[config.mk]
export PLATFORM = sky130hd
export DESIGN_NAME = pulse_burst_ctrl
export DESIGN_NICKNAME = d
export VERILOG_FILES = /design/src/rtl/pulse_burst_ctrl.sv
export SDC_FILE = /design/constraint.sdc
export NUM_CORES = 1
export LEC_CHECK = 0
export CAP_MARGIN = 20
export CORE_ASPECT_RATIO = 1.75
export CORE_UTILIZATION = 45
export CTS_CLUSTER_SIZE = 14
export DETAILED_ROUTE_END_ITERATION = 8
export GPL_TIMING_DRIVEN = 0
export PLACE_DENSITY = 0.72
export SLEW_MARGIN = 30
export SYNTH_ARGS = -nofsm -noshare
export SYNTH_HDL_FRONTEND = slang
export SYNTH_SLANG_ARGS = --single-unit
[constraint.sdc]
create_clock -name clk -period 3.27 [get_ports clk]
set_input_delay 0.8175 -clock clk [delete_from_list [all_inputs] [get_ports clk]]
set_output_delay 0.8175 -clock clk [all_outputs]
set_load 0.05 [all_outputs]
[src/rtl/pulse_burst_ctrl.sv]
// Programmable pulse-train sequencer: emits burst_len one-cycle pulses spaced
// period cycles apart (or runs until abort when burst_len is zero).
module pulse_burst_ctrl #(
  parameter int PER_W   = 8,
  parameter int BURST_W = 8
) (
  input  logic               clk,
  input  logic               rst,
  input  logic               start,
  input  logic               abort,
  input  logic [PER_W-1:0]   period,
  input  logic [BURST_W-1:0] burst_len,
  output logic               pulse,
  output logic               busy,
  output logic               done,
  output logic [BURST_W-1:0] pulse_cnt
);

  typedef enum logic [1:0] {
    IDLE = 2'd0,
    RUN  = 2'd1,
    DONE = 2'd2
  } state_t;

  state_t             state;
  state_t             next_state;
  logic [PER_W-1:0]   per_q;
  logic [BURST_W-1:0] len_q;
  logic [PER_W-1:0]   cyc;
  logic               accept;
  logic               pulse_due;
  logic               last_pulse;

  assign accept     = (state == IDLE) && start && !abort;
  assign pulse_due  = (state == RUN) && (cyc == per_q - PER_W'(1));
  // Continuous mode (len_q == 0) must never match, even when pulse_cnt wraps.
  assign last_pulse = pulse_due && (len_q != '0) &&
                      ((pulse_cnt + BURST_W'(1)) == len_q);

  assign busy = (state != IDLE);
  assign done = (state == DONE);

  always_ff @(posedge clk or posedge rst) begin
    if (rst) begin
      state <= IDLE;
    end else begin
      state <= next_state;
    end
  end

  always_comb begin
    next_state = state;
    case (state)
      IDLE: begin
        if (accept) next_state = RUN;
      end
      RUN: begin
        if (abort)           next_state = IDLE;
        else if (last_pulse) next_state = DONE;
      end
      DONE: begin
        next_state = IDLE;
      end
      default: begin
        next_state = IDLE;
      end
    endcase
  end

  // Abort takes priority over a pulse that falls due on the same edge.
  always_ff @(posedge clk or posedge rst) begin
    if (rst) begin
      per_q     <= '0;
      len_q     <= '0;
      cyc       <= '0;
      pulse_cnt <= '0;
      pulse     <= 1'b0;
    end else begin
      pulse <= 1'b0;
      case (state)
        IDLE: begin
          if (accept) begin
            per_q     <= (period == '0) ? PER_W'(1) : period;
            len_q     <= burst_len;
            cyc       <= '0;
            pulse_cnt <= '0;
          end
        end
        RUN: begin
          if (abort) begin
            cyc <= '0;
          end else if (pulse_due) begin
            cyc       <= '0;
            pulse     <= 1'b1;
            pulse_cnt <= pulse_cnt + BURST_W'(1);
          end else begin
            cyc <= cyc + PER_W'(1);
          end
        end
        default: begin
          cyc <= '0;
        end
      endcase
    end
  end

endmodule

==> metrics.md, run 1 <==
| Metric | Value |
|---|---|
| Status | complete, no violations |
| Setup TNS | 0 ns |
| Syn nets | between 200 and 250 |
| Final Skew | between 0.01 and 0.015 ns |
| Clock sinks | 35 |
| Max cap viols | 0 |
| Critical path type | flip-flop to flip-flop |
| Seq pwr share | around 40% |
| Initial Util | 47.4% |
| Initial antenna violation count | 0 |
| Num rows | 32 |
| Critical path's largest stage delay | approximately 0.47 ns |
| Power per Cell Area | between 600 and 700 nW/µm² |
| RePlAce Congestion | around 0.85 |
| First-pass GRT wire length | 8310 µm |
| Setup crit start | per_q[0] |
| CTS H-tree lvls | 2 |
| I/O Pins | 31 |
| Crit-path max FO | 10 |
| Area of the multi-input gates | ~1200 µm² |
| Synth area leader | dfrtp_1 |
| Final Util | ~58% |
| Top FF cell, synth | dfrtp_1 |
| Routed WL per cell | around 16 µm |
| RSZ-0062 raised after global routing | no |
| Layout cells sized above 1 | roughly an eighth |
| Synth Area in Simple Gates | about a quarter |
| CP Cell Sequence | inv_1 -> ha_1 -> buf_2 -> nor2b_1 -> or3_1 -> a31o_2 -> a211o_1 -> buf_6 -> buf_6 -> o211ai_1 -> nand3_1 |
| Remaining DRCs | 0 |
| FFs w/ async S/R, synth | 100% |
| Crit path DAT | roughly 2.9 ns |
| Die X | between 50 and 60 µm |
| Final HPWL DP | roughly 3600 µm |
| Final period util | 83.0% |
| Endpoints failing setup | 0 |
| Worst IR drop on VDD | 0.552 mV |
| Post-synth top area share | between 40 and 50% |
| Vias in the first global route | ~1800 |
| Final #Nets | 280 |
| Reg clk slew, reported paths | approximately 0.080 ns |
| Final Critical Period | between 2 and 3 ns |
| Die area | between 5000 and 6000 µm² |
| Worst R2R Start | per_q[0] |
| Largest family of logic cells by synthesized area | simple AND/OR/NAND/NOR gates |
| Area grow syn2layout | 22.0% |
| Peak Freq | ~370 MHz |
| Net switching power | between 600 and 700 µW |
| CP max stage cell | dfrtp_1 |
| Syn Std Cell Area | around 2100 µm² |
| Startpoint Class | flip-flop |
| DR pass1 iterations | 4 |
| Crit-path most repeated cell | buf_6 |
| Routed Antenna Nets | 0 |
| Post-Synth Adder-Cell Area | 1.76% |
| Switching share of power | approximately 40% |
| CP Data Required Time | ~3.5 ns |
| CP Capture Type | flip-flop |
| GRT Total Usage | approximately 23% |
| Leading cell type in the layout, fill and taps excluded | dfrtp_1 |
| Leak | 1.02 nW |
| Synthesized flop and latch total | 35 |
| Synth area leaders | dfrtp_1 41%, mux2_2 7.4%, xnor2_1 6.2%, nand3_1 3.8%, nand2_1 3.5% |
| EDFF count, synth | 0 |
| Comb pwr share | approximately two fifths |
| Clk root buf | clkbuf_8 |
| Tightest Pin Transition | between 0.7 and 0.8 ns |
| Violation count after the first detailed-routing iteration | 63 |
| Complex-gate fraction of the synthesized area | about 12% |
| IO Port Bufs | 30 |
| HP Start | len_q[5] |
| Clock Path Buffers | 2 |
| Clock latency on the worst-skew pair | 0.29 ns |
| CTS Hold Buffers Added | 0 |
| Drt total wl | between 4000 and 5000 µm |
| Power Internal | ~1000 µW |
| Final Max Tran Viols | 0 |
| Sequential area share after synthesis | 41.2% |
| Cells after Synth | 220 |
| CTS buffer count | 5 |
| # diodes | 0 |
| FF/Latch Area | approximately 880 µm² |
| Synth unique cells | 46 |
| DR vias/cell | 5.83 |
| Multiplexer share of the synthesized area | a little under 8% |
| Hold Path Class | flip-flop to flip-flop |
| Post-CTS Setup Repair Bufs | 0 |
| Fin. Hold Viols | 0 |
| Routed via count | ~1800 |
| # fillers | roughly 380 |
| CTS resizes | 0 |
| Max_slew headroom | between 50% and 60% |
| Commonest cells after routing, fill and taps aside | 35 x dfrtp_1, 30 x clkdlybuf4s50_1, 20 x nand2_1 |
| Average cell area after synthesis | just under 10 µm² |
| Clock power share | about 22% |
| Xor/xnor share of the synthesized area | roughly 9.1% |
| Largest net degree at the start of global routing | 36 |
| Yosys warns | 0 |
| Die Ht | 93.0 µm |
| CTS tree | built |
| Grt ovf | 0 |
| Core Area | between 4000 and 5000 µm² |
==> worst max-delay path: cells and delay by family (launching register included) <==
| kind | cells | cell delay (ns) |
|---|---|---|
| flops | 1 | 0.47 |
| fa+ha+maj | 1 | 0.19 |
| compound gates | 3 | 0.78 |
| simple gates | 3 | 0.57 |
| buf+inv | 4 | 0.58 |
==> worst paths after layout <==
check | endpoint | slack, ns | cells past startpoint
max in group asynchronous | pulse_cnt[5] | 1.82 | 2
min | len_q[5] | 0.56 | 1
max | pulse_cnt[4] | 0.55 | 11
min in group asynchronous | per_q[6] | 0.97 | 2
min reg2reg | len_q[5] | 0.56 | 1
max reg2reg | pulse_cnt[4] | 0.55 | 11
==> power by group through the flow <==
stage	clock (mW)	combinational, mW	sequential, mW
2_1_floorplan	0	0.338	0.769
3_3_place_gp	0	0.627	0.671
3_5_place_dp	0	0.637	0.671
4_1_cts	0.365	0.641	0.664
5_1_grt	0.381	0.695	0.680
6_report	0.360	0.637	0.665
==> cell usage after synthesis (2+ instances only) <==
| library cell | number |
|---|---|
| buf_6 | 2 |
| dfrtp_1 | 35 |
| o211ai_1 | 2 |
| nand3_1 | 16 |
| and3_1 | 4 |
| or3_1 | 4 |
| nand4b_1 | 2 |
| xor2_1 | 7 |
| a31oi_1 | 4 |
| o21ai_0 | 9 |
| nor2_1 | 12 |
| a21oi_1 | 5 |
| or4_1 | 4 |
| nor2b_1 | 4 |
| nor3_1 | 5 |
| nor3b_1 | 2 |
| and2_1 | 2 |
| nand2b_1 | 5 |
| nor4_1 | 3 |
| o21bai_1 | 3 |
| clkbuf_1 | 5 |
| nand4_1 | 3 |
| a211o_1 | 2 |
| or4b_1 | 2 |
| mux2_2 | 14 |
| nand2_1 | 20 |
| inv_1 | 8 |
| or2_2 | 2 |
| xnor2_1 | 15 |
| ha_1 | 3 |
==> flip-flops by register name, summed over array words and instances, names as in the netlist <==
register,cells
pulse,1
cyc,8
state,2
len_q,8
pulse_cnt,8
per_q,8
==> through the flow <==
stage	instances	setup slack (ns)	hold WS [ns]	power, mW	cell area, µm²
after global routing	309	0.398	0.579	1.76	2590
after floorplan	220	0.829	0.501	1.11	2130
final	309	0.555	0.559	1.66	2590
after global placement	301	0.349	0.541	1.30	2490
after detailed placement	301	0.336	0.546	1.31	2490
after CTS	309	0.548	0.564	1.67	2590
==> layer usage <==
layer	vias up	track usage (%)	routed length [µm]	part of all wire, %
met4	0	9.62	131	2.6
met3	13	3.61	170	3.4
met2	51	40.2	2690	54
li1	870	-	-	-
met1	869	25.3	1980	40
met5	-	0	0	0
==> kinds of logic (layout without fill, tap and decap cells) <==
logic type               Yosys count  in the layout
buffers and inverters             16             54
XOR/XNOR                          22             22
AND/OR/NAND/NOR                   93             93
multiplexers                      15             15
adder cells (fa/ha/maj)            3              3
flip-flops                        35             35
AO/OA/AOI/OAI                     36             36
==> layout make-up <==
cell class	instances	area share (%)
clock inverters	1	0.289
flip-flops and latches	35	33.8
plain buffers	8	1.78
inverters	8	1.16
repair buffers	30	11.6
multi-input cells	169	45.3
clock buffers	7	3.71
well taps	51	2.46
Note: power is estimated with default switching activity, not from simulation.
==> run 2, diff against run 1 <==
==> constraint.sdc (replaced) <==
create_clock -name clk -period 2.55 [get_ports clk]
set_input_delay 0.6375 -clock clk [delete_from_list [all_inputs] [get_ports clk]]
set_output_delay 0.6375 -clock clk [all_outputs]
set_load 0.05 [all_outputs]
==> run 2 against run 1 <==
Net effect:
- register-to-register slack got worse by 0.42 ns
- power rose by 29%
- clock power rose by 28%
- global-route usage rose by 0.065 points
- worst setup slack got worse by 0.42 ns
- first-iteration DRC count fell by 1.6%
- design area rose by 1.8%
- non-clock buffer count rose by 4
- clock skew rose by 0.0024 ns
- worst hold slack got worse by 0.00087 ns
==> metrics.md, run 2 (synthesis gave the netlist of run 1 again) <==
| Metric | Value |
|---|---|
| Worst reg-to-reg setup slack | 0.14 ns (-0.42 ns) |
| Clock sinks | 35 (unchanged) |
| Clock Path Buffers | 2 (unchanged) |
| Clock latency on the worst-skew pair | 0.29 ns (about the same) |
| Comb pwr share | 39.2% (+0.9 points) |
| CP Capture Type | flip-flop |
| Final #Nets | 284 (+1.4%) |
| Final period util | 94.6% (+12 points) |
| GR Util met3 | 3.61% (unchanged) |
| Worst min-delay path endpoint | len_q[5] |
| Power Internal | 1.29 mW (+30%) |
| Startpoint Class | flip-flop |
| FF/Latch Area | 877 µm² (+0.14%) |
| Routed via count | 1837 (+1.9%) |
| CTS Hold Buffers Added | 0 (unchanged) |
| Routed Antenna Nets | 0 (unchanged) |
| Violation count after the first detailed-routing iteration | 62 (-1.6%) |
| Fin worst setup slack | 0.139 ns (-0.416 ns) |
| RR Endpoint | pulse_cnt[6] |
| IO Port Bufs | 30 (unchanged) |
| Final Critical Period | 2.41 ns (-0.304 ns) |
| Crit-path max FO | 10 (unchanged) |
| # diodes | 0 (unchanged) |
| Clock power share | 21.4% (-0.2 points) |
| Final Max Tran Viols | 0 (unchanged) |
| Initial Util | 47.4% (unchanged) |
| Final HPWL DP | 3640 µm (unchanged) |
| Largest net degree at the start of global routing | 36 (unchanged) |
| Tightest Pin Transition | 0.740 ns (-0.000220 ns) |
| RePlAce Congestion | 0.852 (unchanged) |
| Drt total wl | 5020 µm (+1.1%) |
| Peak Freq | 415 MHz (+13%) |
| Critical path type | flip-flop to flip-flop |
| Global Route met1 Usage | 25.5% (+0.21 points) |
| Grt ovf | 0 (unchanged) |
| Seq pwr share | 39.4% (-0.6 points) |
| I/O Pins | 31 (unchanged) |
| Status | complete, no violations |
| DR pass1 iterations | 4 (unchanged) |
| Hold Path Class | flip-flop to flip-flop |
| Worst R2R Start | per_q[1] |
| Die area | 5020 µm² (unchanged) |
| Worst IR drop on VDD | 0.701 mV (+27%) |
| Die X | 54.0 µm (unchanged) |
| Placed cell area | 2490 µm² (unchanged) |
| CP Data Required Time | 2.71 ns (-0.74 ns) |
| CTS tree | built |
| Final Skew | 0.0129 ns (+0.00244 ns) |
| HP Start | len_q[5] |
| Clk root buf | clkbuf_8 |
| Endpoints failing setup | 0 (unchanged) |
| CTS H-tree lvls | 2 (unchanged) |
| Routed WL per cell | 16.0 µm (-0.22%) |
| First-pass GRT wire length | 8340 µm (+0.34%) |
| DR vias/cell | 5.87 (+0.58%) |
| Vias in the first global route | 1793 (+0.056%) |
| DP Worst Slack | -0.204 ns (-0.540 ns) |
| Net switching power | 861 µW (+29%) |
| Gr busiest metal | met2 |
| Switching share of power | 40.1% (-0.18 points) |
| Layout cells sized above 1 | 14.5% (+2.5 points) |
| Die Ht | 93.0 µm (unchanged) |
| Area of the multi-input gates | 1180 µm² (+0.75%) |
| Max cap viols | 0 (unchanged) |
| Worst hold stages | 1 (unchanged) |
| Crit path DAT | 2.57 ns (-0.32 ns) |
| Met2 GRT Util | 40.2% (unchanged) |
| Worst R2R Path Depth | 10 (-1) |
| Max_slew headroom | 50.6% (about the same) |
| Area grow syn2layout | 24.2% |
| Leading cell type in the layout, fill and taps excluded | dfrtp_1 |
| Fin. Hold Viols | 0 (unchanged) |
| Commonest cells after routing, fill and taps aside | 34 x dfrtp_1, 30 x clkdlybuf4s50_1, 20 x nand2_1 |
| GRT Total Usage | 22.8% (+0.065 points) |
| Core Area | 4480 µm² (unchanged) |
| CTS buffer count | 5 (unchanged) |
| Initial antenna violation count | 0 (unchanged) |
| Remaining DRCs | 0 (unchanged) |
| # fillers | 375 (-2.3%) |
| Leak | 1.04 nW (+2.4%) |
| Reg clk slew, reported paths | 0.08 ns (about the same) |
| Power per Cell Area | 813 nW/µm² (+27%) |
| Finished Cell Area | 2640 µm² (+1.8%) |
| Num rows | 32 (unchanged) |
-- run 2: worst max-delay path by stage --
stage / start / to
global placement: abort / cyc[4]
detailed placement: abort / cyc[4]
floorplan: per_q[0] / pulse_cnt[4]
global route: per_q[0] / pulse_cnt[4]
finish: per_q[1] / pulse_cnt[6]
CTS: per_q[0] / pulse_cnt[6]
-- run 2: worst max-delay path: stages (launching register included) --
cell and delay (ns):
dfrtp_1 0.36, inv_1 0.06, ha_1 0.17, clkbuf_4 0.16
nor2b_1 0.13, or3_1 0.31, a31o_2 0.24, a211o_4 0.31
buf_8 0.16, o311ai_1 0.27, nand3_1 0.11
-- run 2: final cells by class --
cell class | count | area share [%]
Sequential cell | 35 | 33.2
Buffer | 8 | 2.04
Clock inverter | 1 | 0.284
Tap cell | 51 | 2.41
Multi-Input combinational cell | 169 | 44.8
Inverter | 8 | 1.14
Clock buffer | 7 | 3.65
Timing Repair Buffer | 34 | 12.5
-- run 2: what timing repair did --
action | in CTS | in global routing
pin swaps | 0 | 2
buffers inserted | 2 | 2
gates resized for setup | 2 | 4
setup endpoints to repair | 15 | 12
hold endpoints to repair | 0 | 0
-- run 2: metrics by stage --
step,utilization [%],TNS (ns),hold slack [ns],instances,power (mW)
global placement,55.6,-2.02,0.541,301,1.66
detailed placement,55.6,-2.32,0.546,301,1.68
CTS,58.4,0,0.564,311,2.15
global route,58.9,-0.00172,0.579,313,2.27
floorplan,-,0,0.501,220,1.42
finish,58.9,0,0.558,313,2.15
-- run 2: power groups by stage --
stage,clock [mW],sequential [mW],combinational (mW)
2_1_floorplan,0,0.986,0.433
3_5_place_dp,0,0.860,0.817
3_3_place_gp,0,0.860,0.804
6_report,0.460,0.846,0.843
5_1_grt,0.489,0.864,0.919
4_1_cts,0.468,0.844,0.842
-- run 2: routing by layer --
layer / vias up / share of wire [%] / wire length [µm]
met5: - / 0 / 0
met1: 891 / 39 / 1950
met4: 0 / 2.6 / 131
met2: 57 / 55 / 2760
li1: 879 / - / -
met3: 10 / 3.6 / 181
